--- config.mk ---
export PLATFORM = sky130hd
export DESIGN_NAME = clk_div_prog
export DESIGN_NICKNAME = d
export VERILOG_FILES = /design/src/rtl/clk_div_pkg.sv /design/src/rtl/clk_div_chan.sv /design/src/rtl/clk_div_prog.sv
export SDC_FILE = /design/constraint.sdc
export NUM_CORES = 1
export LEC_CHECK = 0
export CAP_MARGIN = 20
export CORE_ASPECT_RATIO = 0.9
export CORE_MARGIN = 2
export CORE_UTILIZATION = 35
export CTS_CLUSTER_DIAMETER = 100
export DETAILED_ROUTE_END_ITERATION = 6
export GPL_TIMING_DRIVEN = 0
export PLACE_DENSITY = 0.61
export SETUP_SLACK_MARGIN = 0.5
export SYNTH_ARGS = -nofsm -noshare
export SYNTH_HDL_FRONTEND = slang
export SYNTH_SLANG_ARGS = --single-unit
--- constraint.sdc ---
create_clock -name clk_in -period 9.44 [get_ports clk_in]
set_input_delay 1.888 -clock clk_in [delete_from_list [all_inputs] [get_ports clk_in]]
set_output_delay 1.888 -clock clk_in [all_outputs]
set_load 0.05 [all_outputs]
--- src/rtl/clk_div_pkg.sv ---
`default_nettype none
// ============================================================================
// Module  : clk_div_pkg
// Purpose : Shared types, constants and helpers for the programmable divider.
// Revision: 1.0 - initial release
// ============================================================================
package clk_div_pkg;

  localparam int DIV_W_DEF = 8;

  typedef logic [DIV_W_DEF-1:0] div_t;

  localparam div_t DIV_STOP = div_t'(0);
  localparam div_t DIV_MIN  = div_t'(2);

  function automatic int ch_width(input int n);
    return (n > 1) ? $clog2(n) : 1;
  endfunction

  // Number of high cycles in a period of length d: ceil(d/2).
  function automatic int unsigned hi_cycles(input int unsigned d);
    return (d + 1) >> 1;
  endfunction

endpackage
`default_nettype wire

--- src/rtl/clk_div_chan.sv ---
`default_nettype none
// ============================================================================
// Module  : clk_div_chan
// Purpose : One divider channel: counter, active/pending divisor, clk_out/rise.
// Revision: 1.0 - initial release
// ============================================================================
module clk_div_chan
  import clk_div_pkg::*;
#(
  parameter int DIV_W     = 8,
  parameter int RESET_DIV = 2
) (
  input  logic             clk_in,
  input  logic             reset,
  input  logic             load,
  input  logic [DIV_W-1:0] load_div,
  input  logic             align,
  output logic             clk_out,
  output logic             clk_rise,
  output logic             pending
);

  localparam logic [DIV_W-1:0] c_rst_div = DIV_W'(RESET_DIV);
  localparam logic [DIV_W-1:0] c_rst_cnt = (RESET_DIV == 0) ? '0 : DIV_W'(RESET_DIV - 1);
  localparam logic [DIV_W-1:0] c_stop    = DIV_W'(DIV_STOP);
  localparam logic [DIV_W-1:0] c_one     = DIV_W'(1);

  logic [DIV_W-1:0] r_cnt;
  logic [DIV_W-1:0] r_div_cur;
  logic [DIV_W-1:0] r_div_pend;
  logic             r_pending;
  logic             r_clk_out;
  logic             r_clk_rise;

  logic             w_boundary;
  logic [DIV_W-1:0] w_div_nxt;
  logic [DIV_W-1:0] w_cnt_nxt;
  logic             w_out_nxt;
  logic             w_pending_nxt;

  always_comb begin
    // A stopped channel treats every cycle as a boundary so updates land at once.
    w_boundary = (r_div_cur == c_stop) || (r_cnt == (r_div_cur - c_one)) || align;
    w_div_nxt  = (w_boundary && r_pending) ? r_div_pend : r_div_cur;
    w_cnt_nxt  = r_cnt + c_one;
    w_out_nxt  = (w_cnt_nxt < DIV_W'(hi_cycles(32'(r_div_cur))));
    if (w_boundary) begin
      w_cnt_nxt = '0;
      w_out_nxt = (w_div_nxt != c_stop);
    end
    // A load in a boundary cycle re-arms pending; the boundary only clears the old flag.
    w_pending_nxt = (r_pending && !w_boundary) || load;
  end

  always_ff @(posedge clk_in or posedge reset) begin
    if (reset) begin
      r_div_cur  <= c_rst_div;
      r_cnt      <= c_rst_cnt;
      r_div_pend <= '0;
      r_pending  <= 1'b0;
      r_clk_out  <= 1'b0;
      r_clk_rise <= 1'b0;
    end else begin
      r_div_cur  <= w_div_nxt;
      r_cnt      <= w_cnt_nxt;
      r_clk_out  <= w_out_nxt;
      r_clk_rise <= w_out_nxt && !r_clk_out;
      r_pending  <= w_pending_nxt;
      if (load) begin
        r_div_pend <= load_div;
      end
    end
  end

  assign clk_out  = r_clk_out;
  assign clk_rise = r_clk_rise;
  assign pending  = r_pending;

endmodule
`default_nettype wire

--- src/rtl/clk_div_prog.sv ---
`default_nettype none
// ============================================================================
// Module  : clk_div_prog
// Purpose : Runtime-programmable multi-channel clock divider with cfg handshake.
//           Optional CLKDIV_ALIGN_EN adds an align input forcing a common boundary.
// Revision: 1.0 - initial release
// ============================================================================
module clk_div_prog
  import clk_div_pkg::*;
#(
  parameter  int NUM_CH    = 4,
  parameter  int DIV_W     = 8,
  parameter  int RESET_DIV = 2,
  localparam int CH_W      = ch_width(NUM_CH)
) (
  input  logic              clk_in,
  input  logic              reset,
`ifdef CLKDIV_ALIGN_EN
  input  logic              align,
`endif
  input  logic              cfg_valid,
  output logic              cfg_ready,
  input  logic [CH_W-1:0]   cfg_ch,
  input  logic [DIV_W-1:0]  cfg_div,
  output logic              cfg_err,
  output logic [NUM_CH-1:0] clk_out,
  output logic [NUM_CH-1:0] clk_rise,
  output logic [NUM_CH-1:0] pending
);

  logic              w_align;
  logic              w_in_range;
  logic              w_accept;
  logic              w_div_one;
  logic [DIV_W-1:0]  w_div_clamped;
  logic [NUM_CH-1:0] w_load;
  logic              r_cfg_err;

`ifdef CLKDIV_ALIGN_EN
  assign w_align = align;
`else
  assign w_align = 1'b0;
`endif

  // Out-of-range channels look ready so the requester is never stalled on them.
  assign w_in_range    = (32'(cfg_ch) < NUM_CH);
  assign cfg_ready     = w_in_range ? ~pending[cfg_ch] : 1'b1;
  assign w_accept      = cfg_valid && cfg_ready;
  assign w_div_one     = (cfg_div == DIV_W'(1));
  assign w_div_clamped = w_div_one ? DIV_W'(DIV_MIN) : cfg_div;

  always_ff @(posedge clk_in or posedge reset) begin
    if (reset) begin
      r_cfg_err <= 1'b0;
    end else begin
      r_cfg_err <= w_accept && (!w_in_range || w_div_one);
    end
  end

  assign cfg_err = r_cfg_err;

  generate
    for (genvar i = 0; i < NUM_CH; i++) begin : g_ch
      assign w_load[i] = w_accept && w_in_range && (32'(cfg_ch) == 32'(i));

      clk_div_chan #(
        .DIV_W     (DIV_W),
        .RESET_DIV (RESET_DIV)
      ) u_chan (
        .clk_in   (clk_in),
        .reset    (reset),
        .load     (w_load[i]),
        .load_div (w_div_clamped),
        .align    (w_align),
        .clk_out  (clk_out[i]),
        .clk_rise (clk_rise[i]),
        .pending  (pending[i])
      );
    end
  endgenerate

endmodule
`default_nettype wire

==> reports/results.txt <==
layout cells sized above 1 -> 0.153
#FFs+latches synth -> 109
I/O Pins -> 27
GRT Overall Usage -> 0.150
via count -> 4941
CTS Root Buffer Type -> clkbuf_16
CP max FO -> 6
Hold Startpoint -> g_ch[2].u_chan.clk_out
P_leak -> 3.35 nW
first-pass GRT wire length -> 24500 um
Hold Path Sink -> g_ch[2].u_chan.clk_rise
Reg2Reg Setup Slack -> 6.46 ns
Clock Pin Slew Worst Setup and Hold Paths -> 0.07 ns
Clock Skew -> 0.00855 ns
Max Slew Vio Count -> 0
Final Hold Fails -> 0
WL/cell -> 14.7 um
Fmax achieved -> 173 MHz
Synth Warn # -> 0
Final ANT Viol Nets -> 0
Met3 Wirelength -> 409 um
CTS tree -> yes
CTS Buf Count -> 9
ys flop type -> dfrtp_1
Routed met1 length -> 7710 um
worst r2r src -> g_ch[3].u_chan.r_div_cur[3]
Post-Syn Area -> 6830 sq um
DRT Pass-1 Iters -> 4
fin util -> 0.403
# Post-CTS Setup Buffers -> 0
pwr dens -> 354 nW/um^2
EDFF count, synth -> 0
max cap viols -> 0
Min Hold Slack -> 0.440 ns
H-tree levels -> 3
# hold bufs at CTS -> 0
Layout Nets -> 783
Crit. End Element -> output pin
DRC -> 0
critical path type -> in -> out
Starting Density -> 0.356
DR WL met2 -> 6200 um
final period utilization -> 0.613
Tightest Hold Check Type -> reg -> reg
Worst-Margin Slew -> 0.739 ns
gpl congestion -> 0.835
initial antenna violation count -> 0
RSZ-0062 raised after global routing -> false
sequential fraction of the synthesis area -> 0.401
Net Count, Synth -> 744
DIE HEIGHT -> 136 um
Max-Slew Margin vs Limit -> 0.508
number of fill cells -> 1860
vias per cell -> 5.04
gr ovfl total -> 0
CTS sink count -> 109
final setup violation count -> 0
final setup margin -> 3.65 ns
uppermost layer routed -> met4
outcome -> complete, no violations
Ant. Diodes -> 0
core area -> 19200 sq um
clock latency on the worst-skew pair -> 0.36 ns
DP HPWL -> 10600 um
# rows -> 48
RR Endpoint -> g_ch[3].u_chan.clk_rise
crit path DAT -> 3.90 ns
Post-Route WL -> 14500 um
initial drt markers -> 296
post-CTS resize count -> 0
chip width -> 151 um
cell count after synthesis -> 687
Crit. Startpoint -> cfg_ch[1]
Avg Cell Area, Syn -> 9.94 sq um
worst vdd ir -> 181 uV
number of global-route vias before repair -> 4773
Final min period -> 5.79 ns
TNS Setup -> 0 ns
largest net degree at the start of global routing -> 59
WHS Path Cells -> 1
crit start category -> input pin
I/O Buffers -> 26
post-synthesis cell type count -> 67
CP required -> 7.55 ns
pre-CTS setup slack -> 3.66 ns
Post-synth ARST share -> 1.00
FF-to-FF path depth -> 11
CTS Buffer Depth -> 2
die area -> 20600 sq um
area grow syn2layout -> 13.1%
## kinds of logic (layout without fill, tap and decap cells)
logic type	count (synthesis)	count (layout)	share of synthesized area
compound gates	99	99	0.104
flops	109	109	0.401
buf+inv	71	115	0.0533
simple gates	237	237	0.183
fa+ha+maj	44	44	0.0806
xor+xnor	85	85	0.109
mux	42	42	0.0684
## placed cells by master, fill, tap and decap left out, drive strengths merged, types with 3 or more instances in the layout
master         instances
and2                   9
a211o                  3
buf                   32
a21o                   7
clkbuf                28
a32o                  12
a21oi                 20
nand3b                 6
dfrtp                101
nor3                  17
ha                    44
nand2                 56
nor4                  18
a31oi                  4
nor2                  39
or4                    3
o31ai                  3
xor2                  44
a21boi                 3
dfstp                  8
nand4                  9
a211oi                 5
and3                  15
or2                    3
clkdlybuf4s50         26
nor2b                 15
inv                   27
nand3                 33
mux2i                  5
xnor2                 41
mux2                  37
o21ai                 24
## worst max-delay path by stage
stage / end / depth (start not counted)
3_5_place_dp: cfg_ready / 5
4_1_cts: cfg_ready / 5
2_1_floorplan: cfg_ready / 3
6_report: cfg_ready / 5
3_3_place_gp: g_ch[0].u_chan.r_cnt[3] / 2
5_1_grt: cfg_ready / 5
## per-stage QoR
stage               instances  power (mW)  area, sq um
detailed placement        965        2.37         7440
floorplan                 687        2.02         6830
global placement          963        2.34         7400
global route              981        2.99         7720
finish                    981        2.74         7720
CTS                       981        2.76         7720
## critical path, cell delays in order
cell and delay (ns):
clkdlybuf4s50_1 0.62, nor2b_1 0.22, o21ai_0 0.10, o21ai_0 0.18
clkdlybuf4s50_1 0.89
## power breakdown
part | switching, mW | internal [mW]
combinational | 0.790 | 0.690
clock | 0.185 | 0.190
sequential | 0.194 | 0.688
total | 1.17 | 1.57
## sequential cells by signal, summed over array words and instances, names as in the netlist
signal and count:
g_ch.u_chan.r_div_pend 32, g_ch.u_chan.clk_out 4, g_ch.u_chan.pending 4, cfg_err 1
g_ch.u_chan.r_div_cur 32, g_ch.u_chan.clk_rise 4, g_ch.u_chan.r_cnt 32
## per-layer routing
layer / GRT usage / vias up
li1: - / 2486
met1: 0.230 / 2380
met2: 0.217 / 67
met3: 0.0273 / 8
met4: 0.0395 / 0
met5: 0 / -
## cell type report
cell class | instances | area [sq um] | area share
plain buffers | 47 | 274 | 0.0355
clock buffers | 11 | 243 | 0.0314
clock inverters | 5 | 41.3 | 0.00535
inverters | 24 | 92.6 | 0.0120
multi-input cells | 507 | 3720 | 0.482
flip-flops and latches | 109 | 2740 | 0.355
well taps | 250 | 313 | 0.0405
repair buffers | 28 | 295 | 0.0382
## synthesized netlist by cell type (4+ instances only)
library cell    n  area, sq um
a211oi_1        4         30.0
a21o_1          7         52.6
a21oi_1        20          100
a31oi_1         4         25.0
a32o_1         12          120
and2_1          9         56.3
and3_1          8         50.1
and3_2          7         52.6
buf_2           8         40.0
buf_4          19          143
clkbuf_1       16         60.1
dfrtp_1       101         2530
dfstp_2         8          210
ha_1           44          551
inv_1          24         90.1
mux2_2         37          417
mux2i_1         5         50.1
nand2_1        55          206
nand3_1        33          165
nand3b_1        6         45.0
nand4_1         9         56.3
nor2_1         39          146
nor2b_1        15         93.8
nor3_1         17         85.1
nor4_1         17          106
o21ai_0        20          100
xnor2_1        41          359
xor2_1         44          385
(Power assumes the default switching activity.)
